**config.mk**
```make
export PLATFORM = sky130hd
export DESIGN_NAME = noc_wormhole_arbiter
export DESIGN_NICKNAME = d
export VERILOG_FILES = /design/src/rtl/noc_wormhole_arbiter.sv
export SDC_FILE = /design/constraint.sdc
export NUM_CORES = 1
export LEC_CHECK = 0
export CORE_MARGIN = 4
export CORE_UTILIZATION = 55
export DETAILED_ROUTE_END_ITERATION = 8
export DONT_BUFFER_PORTS = 1
export GPL_TIMING_DRIVEN = 0
export PLACE_DENSITY_LB_ADDON = 0.3
export SLEW_MARGIN = 5
export SYNTH_ARGS = -nofsm -noshare
export SYNTH_HDL_FRONTEND = slang
export SYNTH_SLANG_ARGS = --single-unit
```
**constraint.sdc**
```tcl
create_clock -name clk -period 6.33 [get_ports clk]
set_input_delay 0.9495 -clock clk [delete_from_list [all_inputs] [get_ports clk]]
set_output_delay 0.9495 -clock clk [all_outputs]
set_load 0.01 [all_outputs]
```
**src/rtl/noc_wormhole_arbiter.sv**
```systemverilog
// Per-output-port wormhole arbiter: locks the output to one input for a whole packet,
// counts its flits, releases on the last flit or a tail flit, and rotates priority round-robin.
module noc_wormhole_arbiter #(
  parameter int                   NUM_IN    = 5,
  parameter int                   LEN_WIDTH = 12,
  parameter int                   ID_WIDTH  = 3,
  parameter logic [ID_WIDTH-1:0]  HDR_ID    = 3'b001,
  parameter logic [ID_WIDTH-1:0]  TAIL_ID   = 3'b100
) (
  input  logic                          clk,
  input  logic                          rst,
  input  logic [NUM_IN-1:0]             req,
  input  logic [NUM_IN*ID_WIDTH-1:0]    flit_id,
  input  logic [NUM_IN*LEN_WIDTH-1:0]   length,
  input  logic                          out_ready,
  output logic [NUM_IN-1:0]             grant,
  output logic [NUM_IN-1:0]             sel,
  output logic                          busy,
  output logic [LEN_WIDTH-1:0]          remaining,
  output logic                          pkt_done
);

  localparam int PTR_W = (NUM_IN > 1) ? $clog2(NUM_IN) : 1;

  typedef enum logic {
    IDLE = 1'b0,
    LOCK = 1'b1
  } state_t;

  state_t               state_q, state_d;
  logic [NUM_IN-1:0]    sel_q, sel_d;
  logic [PTR_W-1:0]     owner_q, owner_d;
  logic [PTR_W-1:0]     ptr_q, ptr_d;
  logic [LEN_WIDTH-1:0] remaining_q, remaining_d;
  logic                 pkt_done_q, pkt_done_d;

  logic [NUM_IN-1:0]    eligible;
  logic [NUM_IN-1:0]    is_tail;
  logic [LEN_WIDTH-1:0] len_arr [NUM_IN];

  logic                 win_found;
  logic [PTR_W-1:0]     win_idx;
  int                   scan_idx;

  logic                 owner_req;
  logic                 owner_tail;
  logic                 transfer;
  logic                 release_pkt;

  // Unpack the flattened per-channel fields.
  genvar gi;
  generate
    for (gi = 0; gi < NUM_IN; gi++) begin : g_chan
      assign eligible[gi] = req[gi] && (flit_id[gi*ID_WIDTH +: ID_WIDTH] == HDR_ID);
      assign is_tail[gi]  = (flit_id[gi*ID_WIDTH +: ID_WIDTH] == TAIL_ID);
      assign len_arr[gi]  = length[gi*LEN_WIDTH +: LEN_WIDTH];
    end
  endgenerate

  // Round-robin search: first eligible header starting just after the last owner.
  always_comb begin
    win_found = 1'b0;
    win_idx   = '0;
    scan_idx  = 0;
    for (int k = 1; k <= NUM_IN; k++) begin
      scan_idx = (int'(ptr_q) + k) % NUM_IN;
      if (!win_found && eligible[scan_idx]) begin
        win_found = 1'b1;
        win_idx   = PTR_W'(scan_idx);
      end
    end
  end

  assign owner_req   = |(req & sel_q);
  assign owner_tail  = |(is_tail & sel_q);
  // No flit may leave during a reset cycle, even mid-packet.
  assign transfer    = (state_q == LOCK) && out_ready && owner_req && !rst;
  assign release_pkt = transfer && ((remaining_q == LEN_WIDTH'(1)) || owner_tail);

  // State register
  always_ff @(posedge clk) begin
    if (rst) begin
      state_q <= IDLE;
    end else begin
      state_q <= state_d;
    end
  end

  // Next-state logic
  always_comb begin
    state_d = state_q;
    case (state_q)
      IDLE:    if (win_found)   state_d = LOCK;
      LOCK:    if (release_pkt) state_d = IDLE;
      default: state_d = IDLE;
    endcase
  end

  // Lock bookkeeping: owner, flit counter, priority pointer, completion pulse.
  always_comb begin
    sel_d       = sel_q;
    owner_d     = owner_q;
    ptr_d       = ptr_q;
    remaining_d = remaining_q;
    pkt_done_d  = 1'b0;
    case (state_q)
      IDLE: begin
        if (win_found) begin
          owner_d = win_idx;
          sel_d   = '0;
          sel_d[win_idx] = 1'b1;
          // A zero length still carries the header flit itself.
          remaining_d = (len_arr[win_idx] == '0) ? LEN_WIDTH'(1) : len_arr[win_idx];
        end else begin
          sel_d       = '0;
          remaining_d = '0;
        end
      end
      LOCK: begin
        if (release_pkt) begin
          sel_d       = '0;
          remaining_d = '0;
          ptr_d       = owner_q;
          pkt_done_d  = 1'b1;
        end else if (transfer && (remaining_q != '0)) begin
          remaining_d = remaining_q - LEN_WIDTH'(1);
        end
      end
      default: begin
        sel_d       = '0;
        remaining_d = '0;
      end
    endcase
  end

  always_ff @(posedge clk) begin
    if (rst) begin
      sel_q       <= '0;
      owner_q     <= '0;
      ptr_q       <= PTR_W'(NUM_IN - 1);
      remaining_q <= '0;
      pkt_done_q  <= 1'b0;
    end else begin
      sel_q       <= sel_d;
      owner_q     <= owner_d;
      ptr_q       <= ptr_d;
      remaining_q <= remaining_d;
      pkt_done_q  <= pkt_done_d;
    end
  end

  // Output logic
  always_comb begin
    grant     = transfer ? sel_q : '0;
    sel       = sel_q;
    busy      = (state_q == LOCK);
    remaining = remaining_q;
    pkt_done  = pkt_done_q;
  end

endmodule

```
==> flow_summary.json <==
{
  "outcome": "finished, final reports clean",
  "cts_tree": "built",
  "antenna_found_initial": 0,
  "pre_cts_ws_ns": -0.4833,
  "fin_nets": 637,
  "arrival_ns": 6.19,
  "max_clock_freq_mhz": 166.4,
  "tightest_slew_ns": 1.285,
  "synth.distinct_cells": 90,
  "fin_setup_tns_ns": 0,
  "ios": 107,
  "cellLeakagePower_nw": 1.660,
  "relSlewSlack": 0.1314,
  "period_needed_ns": 6.008,
  "grt_pass1_wl_um": 19370,
  "fin_skew_ns": 0.005216,
  "ctsRootBufferMaster": "clkbuf_8",
  "vias": 4195,
  "synth_compound_area_frac": 0.3199,
  "h-tree-depth": 1,
  "ir_worst_vdd_mv": 0.1280,
  "hpwl_um": 9734,
  "drt-initial-drc-count": 337,
  "startpoint": "ptr_q[0]$_SDFFE_PP0P_",
  "ys_warn_count": 0,
  "clk_transition_reported_paths_ns": 0.09,
  "cp.required_ns": 6.51,
  "path_cells": "clkbuf_4, clkbuf_4, clkbuf_4, inv_1, ha_2, buf_2, nand2_1, ha_1, or3b_2, a22oi_1, a2111oi_0, a31oi_1, nand3_1, a21oi_2, nor2b_4, nand3_2, nand2_4, buf_6, mux2i_1, o211ai_1, or4_1, o31ai_1",
  "postSynth.asyncResetShare": 0,
  "synth-seq-area-share": 0.1276,
  "reg2reg_depth": 22,
  "first_global_vias": 3920,
  "clock_path_buffers": 2,
  "critPathLaunchType": "register",
  "ys_ff_latch": 25,
  "synth_edf_count": 0,
  "worstSetupEndpoint": "remaining[0]$_SDFFE_PP0P_",
  "drv_cap": 0,
  "wl_per_cell_um": 19.44,
  "timing.final.ws_setup_ns": 0.3216,
  "syn_nets": 628,
  "drive_gt1_frac": 0.1366,
  "final_util": 0.6095,
  "insertion_delay_ns": 0.27,
  "synth_cells": 519,
  "hold_violations": 0,
  "routed_via_density": 6.734,
  "setup_viol": 0,
  "timing.rr.start": "ptr_q[0]$_SDFFE_PP0P_",
  "port_buffers": 0,
  "gr-total-overflow": 0,
  "core_mm2": 0.006869,
  "critical-path-max-stage-delay_ns": 0.50,
  "layout_common_cells": "59 x nand2_1, 36 x nor2_1, 26 x o21ai_0",
  "hold_buffers": 0,
  "cts.sinks": 25,
  "synthFlopType": "dfxtp_1",
  "die_area_mm2": 0.008547,
  "netlist_area_mm2": 0.003923,
  "grt_max_degree": 14,
  "synthMuxAreaShare": 0.09059,
  "hold_path_class": "reg -> reg",
  "die_w_um": 92.45,
  "period_share": 0.9492,
  "rrSetupSlack_ns": 0.32,
  "placed_cells": 615,
  "numCtsBuffers": 3,
  "hold_depth": 2,
  "critPathMaxFanout": 10,
  "route.detailed.drc": 0,
  "path_class": "reg -> reg",
  "finalInstanceArea_mm2": 0.004187,
  "avgSynthCellArea_um2": 7.558,
  "die_h_um": 92.45,
  "synthAdderAreaFrac": 0.08293,
  "end_kind": "register",
  "critPathSlowestCell": "or4_1",
  "insertedDiodeCount": 0,
  "grt_util_all_layers": 0.2714,
  "cp_common_cell": "clkbuf_4",
  "synth-xor-area-share": 0.03732,
  "final_common_cell": "nand2_1",
  "power_density_mw_per_mm2": 108.5,
  "r2r-end": "remaining[0]$_SDFFE_PP0P_",
  "drt-total-wl_um": 12110,
  "gp_congestion": 1.001,
  "row_count": 30,
  "final_cells": 623,
  "synth-simple-area-share": 0.2880,
  "drtPass1Iterations": 5,
  "drv_slew": 0,
  "synth_top_family_by_area": "compound AO/OA/AOI/OAI gates",
  "final_antenna_net_count": 0,
  "dpl_cell_area_mm2": 0.004043,
  "initial_utilization": 0.5710,
  "syn2layout_area_growth_pct": 6.731
}
==> per-stage QoR <==
step           total power [mW]  hold WS [ns]
6_report                 0.4542        0.4616
2_1_floorplan            0.3169        0.4366
5_1_grt                  0.4794        0.4953
3_3_place_gp             0.3508        0.4499
3_5_place_dp             0.3543        0.4508
4_1_cts                  0.4453        0.4624
==> area by class of cell <==
class                   instances  area (um2)
plain buffers                  27       136.4
clock buffers                   4       45.04
fillers                       637        2683
inverters                      23       86.33
multi-input cells             444        3268
flip-flops and latches         25       500.5
well taps                      96       120.1
repair buffers                  4       30.03
==> what timing repair did <==
action	CTS	global route
endpoints found under the setup margin	10	10
pin swaps	0	3
resized for setup	3	18
buffers inserted	0	4
==> kinds of logic after synthesis <==
logic type	after synthesis
xor+xnor	15
mux	32
buf+inv	50
simple gates	205
fa+ha+maj	26
compound gates	166
flops	25
==> synth_stat cells, types with 4 or more instances <==
library cell,number,area (um2)
nand4_1,4,25.02
a211oi_1,10,75.07
nor2b_1,5,31.28
xor2_1,6,52.55
inv_1,19,71.32
nand2_1,59,221.5
o211a_1,6,60.06
o2111ai_1,7,61.31
mux2_2,6,67.56
a32oi_1,5,43.79
or4_1,6,45.04
clkbuf_1,16,60.06
a21o_1,7,52.55
a31oi_1,7,43.79
buf_2,6,30.03
nand2b_1,4,25.02
mux2i_1,22,220.2
nor2_1,36,135.1
or2_2,5,31.28
dfxtp_1,25,500.5
and3_1,4,25.02
a22oi_1,8,60.06
nand3_1,17,85.08
and2_1,8,50.05
nor4bb_1,8,80.08
or2_1,4,25.02
nor3_1,16,80.08
ha_1,26,325.3
o21a_1,4,30.03
o211ai_1,13,97.59
a21oi_1,23,115.1
o31ai_1,5,37.54
xnor2_1,7,61.31
o21ai_0,26,130.1
==> power breakdown <==
group / switching [mW] / internal [mW]
Sequential: 0.0225 / 0.168
Clock: 0.0500 / 0.0450
Combinational: 0.0994 / 0.0698
Total: 0.172 / 0.282
==> state kept, by name (all words and copies together), names as in the netlist <==
name	cells
pkt_done	1
sel	5
ptr_q	3
remaining	12
owner_q	3
busy	1
==> per-layer routing <==
metal,share of wire,GRT usage
met5,0,0
met3,0.073,0.03168
met1,0.44,0.3810
met2,0.46,0.4471
met4,0.021,0.05446
==> worst max-delay path, delay by kind of cell, from the launching register on <==
| family | cells | cell delay, ns |
|---|---|---|
| AND/OR/NAND/NOR | 7 | 1.86 |
| multiplexers | 1 | 0.21 |
| AO/OA/AOI/OAI | 6 | 1.39 |
| flip-flops | 1 | 0.44 |
| adder cells (fa/ha/maj) | 2 | 0.73 |
| buffers and inverters | 6 | 1.27 |
==> worst min-delay path by stage <==
stage	end	start	slack, ns
final	owner_q[1]$_SDFFE_PP0P_	owner_q[1]$_SDFFE_PP0P_	0.46
after global routing	owner_q[1]$_SDFFE_PP0P_	owner_q[1]$_SDFFE_PP0P_	0.50
after CTS	owner_q[1]$_SDFFE_PP0P_	owner_q[1]$_SDFFE_PP0P_	0.46
after detailed placement	owner_q[1]$_SDFFE_PP0P_	owner_q[1]$_SDFFE_PP0P_	0.45
after global placement	owner_q[1]$_SDFFE_PP0P_	owner_q[1]$_SDFFE_PP0P_	0.45
after floorplan	owner_q[2]$_SDFFE_PP0P_	owner_q[2]$_SDFFE_PP0P_	0.44
No activity file was read; power rests on OpenSTA's default activity.
